<file path="src/rtl/gui_pkg.sv">
// Shared types and constants for the screen multiplexer: state encoding,
// pixel/channel widths and the brightness scaling helper.
package gui_pkg;

  typedef enum logic [1:0] {
    MENU     = 2'd0,
    FADE_OUT = 2'd1,
    FADE_IN  = 2'd2,
    GAME     = 2'd3
  } screen_state_t;

  localparam int RGB_W   = 12;
  localparam int CH_W    = 4;
  localparam int LEVEL_W = 5;

  localparam logic [LEVEL_W-1:0] LEVEL_MAX = 5'd16;

  // Level 16 is identity and level 0 is black; the product never exceeds 240.
  function automatic logic [CH_W-1:0] scale_channel(input logic [CH_W-1:0] ch,
                                                    input logic [LEVEL_W-1:0] level);
    logic [8:0] product;
    product = {5'b0, ch} * {4'b0, level};
    return CH_W'(product >> 4);
  endfunction

endpackage

</file>
<file path="src/rtl/fade_scaler.sv">
// Combinational per-channel brightness scaler for one 4:4:4 pixel.
// Collapses to a plain wire when SCREEN_FADE_EN is not defined.
module fade_scaler
  import gui_pkg::*;
(
  input  logic [RGB_W-1:0]   rgb,
  input  logic [LEVEL_W-1:0] level,
  output logic [RGB_W-1:0]   rgb_scaled
);

`ifdef SCREEN_FADE_EN
  assign rgb_scaled = {scale_channel(rgb[11:8], level),
                       scale_channel(rgb[7:4],  level),
                       scale_channel(rgb[3:0],  level)};
`else
  logic unused_level;
  assign unused_level = ^level;
  assign rgb_scaled   = rgb;
`endif

endmodule

</file>
<file path="src/rtl/screen_mux.sv">
// Selects between menu and map pixels with a frame-synchronous screen switch.
// Define SCREEN_FADE_EN for a fade-through-black transition; otherwise it is a hard cut.
module screen_mux
  import gui_pkg::*;
#(
  parameter int FRAMES_PER_STEP = 2
) (
  input  logic              clk,
  input  logic              rst,
  input  logic [10:0]       hcount_in,
  input  logic [9:0]        vcount_in,
  input  logic              hblnk_in,
  input  logic              vblnk_in,
  input  logic              hsync_in,
  input  logic              vsync_in,
  input  logic [RGB_W-1:0]  rgb_map_in,
  input  logic [RGB_W-1:0]  rgb_menu_in,
  input  logic              start_in,
  input  logic              esc_in,
  output logic              hsync_out,
  output logic              vsync_out,
  output logic [RGB_W-1:0]  rgb_out,
  output logic              game_active_out
);

  localparam logic [3:0] STEP_LAST = 4'(FRAMES_PER_STEP - 1);

  screen_state_t        state, state_nxt;
  logic                 vblnk_prev, start_prev, esc_prev;
  logic                 frame_tick, start_edge, esc_edge;
  logic                 src_is_map;
  logic [LEVEL_W-1:0]   level_cur;
  logic [RGB_W-1:0]     rgb_src, rgb_scaled;
  logic                 unused_cfg;

  // Pixel position is carried along by the pipeline but not needed for the mux.
  assign unused_cfg = ^{hcount_in, vcount_in, STEP_LAST};

  assign frame_tick = vblnk_in & ~vblnk_prev;
  assign start_edge = start_in & ~start_prev;
  assign esc_edge   = esc_in   & ~esc_prev;

  always_ff @(posedge clk or posedge rst) begin
    if (rst) begin
      vblnk_prev <= 1'b0;
      start_prev <= 1'b0;
      esc_prev   <= 1'b0;
    end else begin
      vblnk_prev <= vblnk_in;
      start_prev <= start_in;
      esc_prev   <= esc_in;
    end
  end

`ifdef SCREEN_FADE_EN
  logic                 dest, dest_nxt;
  logic [LEVEL_W-1:0]   level, level_nxt;
  logic [3:0]           step_cnt, step_nxt;

  always_ff @(posedge clk or posedge rst) begin
    if (rst) begin
      state    <= MENU;
      dest     <= 1'b0;
      level    <= LEVEL_MAX;
      step_cnt <= '0;
    end else begin
      state    <= state_nxt;
      dest     <= dest_nxt;
      level    <= level_nxt;
      step_cnt <= step_nxt;
    end
  end

  // Edges are only honoured in the steady states; during a fade they are dropped.
  always_comb begin
    state_nxt = state;
    dest_nxt  = dest;
    level_nxt = level;
    step_nxt  = step_cnt;
    case (state)
      MENU: begin
        if (start_edge) begin
          state_nxt = FADE_OUT;
          dest_nxt  = 1'b1;
        end
      end
      GAME: begin
        if (esc_edge) begin
          state_nxt = FADE_OUT;
          dest_nxt  = 1'b0;
        end
      end
      FADE_OUT: begin
        if (frame_tick) begin
          if (step_cnt == STEP_LAST) begin
            step_nxt = '0;
            if (level != '0) level_nxt = level - 5'd1;
            if (level_nxt == '0) state_nxt = FADE_IN;
          end else begin
            step_nxt = step_cnt + 4'd1;
          end
        end
      end
      FADE_IN: begin
        if (frame_tick) begin
          if (step_cnt == STEP_LAST) begin
            step_nxt = '0;
            if (level != LEVEL_MAX) level_nxt = level + 5'd1;
            if (level_nxt == LEVEL_MAX) state_nxt = dest ? GAME : MENU;
          end else begin
            step_nxt = step_cnt + 4'd1;
          end
        end
      end
      default: state_nxt = MENU;
    endcase
  end

  assign level_cur  = level;
  assign src_is_map = (state == GAME) ||
                      ((state == FADE_OUT) && !dest) ||
                      ((state == FADE_IN)  &&  dest);
`else
  logic pending, pending_nxt;

  always_ff @(posedge clk or posedge rst) begin
    if (rst) begin
      state   <= MENU;
      pending <= 1'b0;
    end else begin
      state   <= state_nxt;
      pending <= pending_nxt;
    end
  end

  // An accepted edge only arms the switch; the cut itself waits for the next frame.
  always_comb begin
    state_nxt   = state;
    pending_nxt = pending;
    case (state)
      MENU: begin
        if (frame_tick && pending) begin
          state_nxt   = GAME;
          pending_nxt = 1'b0;
        end else if (start_edge) begin
          pending_nxt = 1'b1;
        end
      end
      GAME: begin
        if (frame_tick && pending) begin
          state_nxt   = MENU;
          pending_nxt = 1'b0;
        end else if (esc_edge) begin
          pending_nxt = 1'b1;
        end
      end
      default: state_nxt = MENU;
    endcase
  end

  assign level_cur  = LEVEL_MAX;
  assign src_is_map = (state == GAME);
`endif

  assign rgb_src = src_is_map ? rgb_map_in : rgb_menu_in;

  fade_scaler u_fade_scaler (
    .rgb        (rgb_src),
    .level      (level_cur),
    .rgb_scaled (rgb_scaled)
  );

  // Blanking is taken from the same input cycle as the pixel it masks.
  always_ff @(posedge clk or posedge rst) begin
    if (rst) begin
      hsync_out       <= 1'b0;
      vsync_out       <= 1'b0;
      rgb_out         <= '0;
      game_active_out <= 1'b0;
    end else begin
      hsync_out       <= hsync_in;
      vsync_out       <= vsync_in;
      rgb_out         <= (hblnk_in || vblnk_in) ? '0 : rgb_scaled;
      game_active_out <= (state_nxt == GAME);
    end
  end

endmodule

</file>
<file path="config.mk">
export PLATFORM = sky130hd
export DESIGN_NAME = screen_mux
export DESIGN_NICKNAME = d
export VERILOG_FILES = /design/src/rtl/gui_pkg.sv /design/src/rtl/fade_scaler.sv /design/src/rtl/screen_mux.sv
export SDC_FILE = /design/constraint.sdc
export NUM_CORES = 1
export LEC_CHECK = 0
export CAP_MARGIN = 40
export CORE_ASPECT_RATIO = 1.4
export CORE_MARGIN = 3
export CORE_UTILIZATION = 32
export DETAILED_ROUTE_END_ITERATION = 12
export PLACE_DENSITY_LB_ADDON = 0.3
export RECOVER_POWER = 100
export SLEW_MARGIN = 10
export SYNTH_ARGS = -nofsm -noshare
export SYNTH_HDL_FRONTEND = slang
export SYNTH_SLANG_ARGS = --single-unit
</file>
<file path="constraint.sdc">
create_clock -name clk -period 1.65 [get_ports clk]
set_clock_uncertainty 0.2 [all_clocks]
set_input_delay 0.165 -clock clk [delete_from_list [all_inputs] [get_ports clk]]
set_output_delay 0.165 -clock clk [all_outputs]
set_load 0.01 [all_outputs]
</file>
==> results of run 1 <==
kinds of logic after synthesis:
group | after synthesis
muxes | 12
buffers and inverters | 6
and+or+nand+nor | 17
DFF | 21
AOI/OAI and AO/OA | 6
adders and majority gates | 2
metrics by stage:
step                      worst slack (ps)  cells  power, uW  utilization (%)
final                                 99.7    148       1150             56.2
after global placement                 131    143        934             55.1
after global routing                  27.1    148       1220             56.2
after floorplan                        302     64        780                -
after CTS                             89.5    148       1190             56.6
after detailed placement              69.2    143        947             55.1
layout make-up:
class / count / share of cell area, %
sequential: 21 / 38.3
tap: 34 / 3.10
clock buffer: 4 / 1.91
timing repair buffer: 49 / 36.1
multi-input combinational: 37 / 19.9
inverter: 3 / 0.820
what timing repair did:
item / CTS / global route
hold endpoints to repair: 21 / 0
hold buffers: 1 / 0
setup endpoints to repair: 0 / 0
routing by layer:
layer	up-vias	wire length (um)	share of wire (%)	GRT usage [%]
met5	-	0	0	0
met4	0	7	0.40	4.27
met3	2	215	12	4.47
met2	33	856	49	20.5
met1	294	652	38	11.9
li1	314	-	-	-
synthesized netlist by cell type (all sizes together):
cell type  instances  area (um^2)
inv                3         11.3
o22a               1         8.76
buf                3         26.3
a221oi             1         15.0
ha                 2         25.0
dfrtp             21          526
nand2b             2         20.0
a21oi              1         5.00
or2                1         6.26
nand3b             1         7.51
nand2              1         3.75
nor2              12         45.0
a211oi             3         22.5
mux2i             12          120
power groups by stage:
stage / registers (uW) / clock network (uW) / logic, uW
floorplan: 614 / 0 / 166
global placement: 600 / 0 / 334
detailed placement: 606 / 0 / 341
CTS: 595 / 249 / 344
global route: 601 / 268 / 355
finish: 594 / 237 / 322
worst paths after layout:
kind	startpoint	end	slack [ps]	cells after the start
min in group asynchronous	rst	state[1]$_DFF_PP0_	760	4
max in group asynchronous	rst	rgb_out[3]$_DFF_PP0_	150	4
min reg2reg	pending$_DFFE_PP0P_	pending$_DFFE_PP0P_	310	1
max	rgb_out[7]$_DFF_PP0_	rgb_out[7]	100	1
min	hsync_in	hsync_out$_DFF_PP0_	220	1
max reg2reg	state[0]$_DFF_PP0_	pending$_DFFE_PP0P_	180	4
flip-flops by register name, summed over array words and instances (netlist names):
name,count
hsync_out,1
rgb_out,12
start_prev,1
game_active_out,1
vblnk_prev,1
esc_prev,1
state,2
vsync_out,1
pending,1
==> flow_summary.yaml, run 1 <==
power_and_ir_drop:
  internal_power_uw: 853
  cellLeakagePower_uw: 0.000571
  p_comb_share_pct: 27.9
  ir_drop_mv: 0.482
  p_switching_uw: 300
  clkPwrFrac_pct: 20.6
  pwr_density_cell_nw_per_um2: 839
  switching_share_pct: 26.1
  pwr-share-seq_pct: 51.5
die:
  die_x_um: 49.4
  num_io_pins: 68
  start_util_pct: 34.5
  fp-row-count: 21
  die_area_um2: 3290
  core-area_um2: 2440
  die_y_um: 66.7
worst_setup_path:
  cp_slowest_stage_delay_ps: 550
  critPathTopFamily: "buffers and inverters"
  end_kind: "output port"
  path_max_fanout: 1
  cp_slowest_cell: "clkdlybuf4s50_1"
  worstPathRequired_ps: 1280
  crit_type: "reg2out"
  cp-start-kind: "register"
  cp_cell_sequence: "clkdlybuf4s50_1"
  arrival_ps: 1190
  cp.buffers_inverters: 1
yosys:
  synth_xor_area_share_pct: 0
  synth_cell_types: 16
  syn_avg_cell_area_um2: 13.2
  yosys_warnings: 0
  synth_seq_cells: 21
  synthAdderAreaFrac_pct: 2.97
  syn-num-nets: 119
  synth_top_family_by_area: "multiplexers"
  syn_inst: 64
  syn-cell-area_um2: 842
  synth-simple-area-share_pct: 9.81
  synth.area.mux_share_pct: 14.3
  synth_compound_area_share_pct: 6.09
  yosysSeqAreaShare_pct: 62.4
timing:
  hold_viol: 0
  worst_pin_slew_ps: 507
  maxSlewViolCount: 0
  max-slew-margin-rel_pct: 66.2
  tns_ps: 0
  period_share_pct: 94.0
  grt_setup_unrepaired: "no"
  fin_hold_ws_ps: 217
  finalCriticalPeriod_ps: 1550
  setup_violations: 0
  max_freq_ghz: 0.645
placed_design:
  hpwl_um: 1390
  portBuffers: 46
  place_congestion: 0.798
  placed_area_um2: 1350
clock_tree:
  clkSinkCount: 21
  cts_resized: 0
  cts-root-buf: "clkbuf_4"
  cts_htree_levels: 1
  clkTransAtPathRegs_ps: 110
  cts_tree: "yes"
  cts.path.max_buffers: 2
  worstSkewPairLatency_ps: 290
  post_cts_buffers: 0
  cts_buffers: 3
cells_and_area:
  seqCellArea_um2: 526
  multi_input_area_um2: 273
  diodes: 0
  fillCellCount: 226
  drive_gt1_share_pct: 5.26
  final_common_cell: "clkdlybuf4s50_1"
  layout_common_cells: "clkdlybuf4s50_1, dfrtp_1, mux2i_1, nor2_1, dlygate4sd3_1"
  nets: 170
  area_growth_pct: 63.2
  stdcell_area_um2: 1370
flow_run:
  cap_violations: 0
min_path:
  hold_path_class: "in2reg"
global_route:
  grt_pass1_wl_um: 2850
  antenna_found_initial: 0
  grt_max_degree: 22
  track_usage_pct: 11.4
  grt_overflow: 0
  grt_pass1_vias: 679
drt:
  drtIter0Drc: 5
  vias: 643
  route.antenna.remaining_nets: 0
  vias_per_cell: 4.34
  drc: 0
  firstDrtPassIters: 4
  wl_um: 1730
  avgRoutedWirePerCell_um: 11.7
run_status:
  status: "completed"
Power figures use the tool's default switching activity.
==> run 2, diff against run 1 <==
- ABC_CLOCK_PERIOD_IN_PS: unset -> 1650
==> results of run 2 <==
Final layout, timing and power as in run 1 (identical DEF).
==> run 3, diff against run 2 <==
- CORE_UTILIZATION: 32 -> 34
- SYNTH_HIERARCHICAL: unset -> 1
==> run 3 against run 2 <==
  * Combinational power is 4% higher
  * Power grew 1.1%
  * Register-to-register slack worse by 80 ps
  * Design area increased by 3.5%
  * Critical path depth did not move
  * Sequential share of layout area is 1.3 points lower
  * Synthesized cell count increased by 17%
  * Non-clock buffer count unchanged
  * Routed wire length is 3.4% higher
==> flow_summary.yaml, run 3 <==
clock_tree:
  cts_htree_levels: 1
  clkTransAtPathRegs_ps: 100
  post_cts_buffers: 0
  cts_buffers: 3
  cts_tree: "yes"
  clkSinkCount: 21
  worstSkewPairLatency_ps: 300
  cts-root-buf: "clkbuf_4"
  cts.path.max_buffers: 2
timing:
  finalCriticalPeriod_ps: 1560
  setup_violations: 0
  worst_pin_slew_ps: 547
  maxSlewViolCount: 0
  hold_viol: 0
  period_share_pct: 94.7
  max-slew-margin-rel_pct: 63.4
  tns_ps: 0
  grt_setup_unrepaired: "no"
  max_freq_ghz: 0.640
  setup_ws_ps: 86.9
drt:
  drc: 0
  wl_um: 1790
  vias_per_cell: 4.39
  firstDrtPassIters: 2
  route.antenna.remaining_nets: 0
  avgRoutedWirePerCell_um: 11.9
  vias: 659
  drtIter0Drc: 1
cells_and_area:
  largest_reg_flops: 12
  regMostFlops: "rgb_out"
  seqCellArea_um2: 526
  nets: 170
  multi_input_area_um2: 318
  layout_common_cells: "clkdlybuf4s50_1, dfrtp_1, mux2_2"
  fillCellCount: 247
  largestRegisters: "rgb_out: 12 flops, state: 2 flops"
  final_common_cell: "clkdlybuf4s50_1"
  area_growth_pct: 47.5
  diodes: 0
  drive_gt1_share_pct: 16.7
yosys:
  syn_avg_cell_area_um2: 12.8
  syn-cell-area_um2: 963
  yosys_warnings: 6
  syn-num-nets: 130
  syn_inst: 75
die:
  die_area_um2: 3520
  start_util_pct: 36.1
  fp-row-count: 22
  core-area_um2: 2670
  die_x_um: 51.0
  die_y_um: 69.0
  num_io_pins: 68
worst_setup_path:
  r2r-start: "state[0]$_DFF_PP0_"
  ff2ff_path_depth: 4
  cp-start-kind: "register"
  cp.depth: 1
  worstPathRequired_ps: 1280
  cp_slowest_cell: "clkdlybuf4s50_1"
  r2r_end: "rgb_out[0]$_DFF_PP0_"
  critPathTopFamily: "buffers and inverters"
  cp.buffers_inverters: 1
  arrival_ps: 1200
  r2r_setup_slack_ps: 100
  critPathCapture: "rgb_out[10]"
  end_kind: "output port"
  path_max_fanout: 1
  crit_type: "reg2out"
  cp_slowest_stage_delay_ps: 560
  critPathLaunch: "rgb_out[10]$_DFF_PP0_"
  cp_cell_sequence: "clkdlybuf4s50_1"
min_path:
  hold_path_class: "in2reg"
  hp-start: "vsync_in"
placed_design:
  hpwl_um: 1430
  place_ws_ps: 45.0
  place_congestion: 0.797
  portBuffers: 46
global_route:
  antenna_found_initial: 0
  grt_overflow: 0
  use_met2_pct: 21.6
  grt_pass1_vias: 737
  met1_usage_pct: 11.5
  grt_max_degree: 22
  grt_pass1_wl_um: 3050
  top_usage_layer: "met2"
  met3_usage_pct: 4.09
  track_usage_pct: 12.1
flow_run:
  cap_violations: 0
power_and_ir_drop:
  cellLeakagePower_uw: 0.000601
  ir_drop_mv: 0.385
  pwr_density_cell_nw_per_um2: 820
run_status:
  status: "completed"
-- run 3: worst min-delay path by stage --
stage | slack [ps] | cells after the start | end
2_1_floorplan | -60 | 1 | esc_prev$_DFF_PP0_
3_3_place_gp | 270 | 1 | pending$_DFFE_PP0P_
3_5_place_dp | 290 | 1 | pending$_DFFE_PP0P_
4_1_cts | 80 | 1 | vsync_out$_DFF_PP0_
5_1_grt | 220 | 1 | hsync_out$_DFF_PP0_
6_report | 220 | 1 | vsync_out$_DFF_PP0_
-- run 3: final cells by class --
cell class                 count  share of cell area, %
sequential                    21                   37.0
tap                           36                   3.17
timing repair buffer          49                   34.9
inverter                       3                  0.792
multi-input combinational     37                   22.4
clock buffer                   4                   1.85
-- run 3: repair_timing --
item                                   4_1_cts  5_1_grt
gates resized for setup                      0        1
endpoints found under the hold margin       21        0
hold buffers                                 1        0
setup endpoints to repair                    0       12
-- run 3: where the power goes --
part | switching, uW | internal (uW)
clock network | 145 | 94.2
logic | 131 | 203
registers | 23.7 | 569
total | 300 | 866
-- run 3: per-layer routing --
layer | vias up | share of wire (%) | routed length (um)
li1 | 315 | - | -
met1 | 312 | 34 | 609
met2 | 28 | 55 | 977
met3 | 4 | 9.3 | 167
met4 | 0 | 1.9 | 34
met5 | - | 0 | 0
-- run 3: per-stage QoR --
stage                     utilization, %  power (uW)  std cells  hold WS (ps)  area, um^2
after floorplan                        -         820         75         -58.5         963
after global placement              52.1         939        145           273        1390
after detailed placement            52.1         954        145           292        1390
after CTS                           53.5        1210        150          83.7        1430
after global routing                53.2        1240        150           219        1420
final                               53.2        1170        150           219        1420
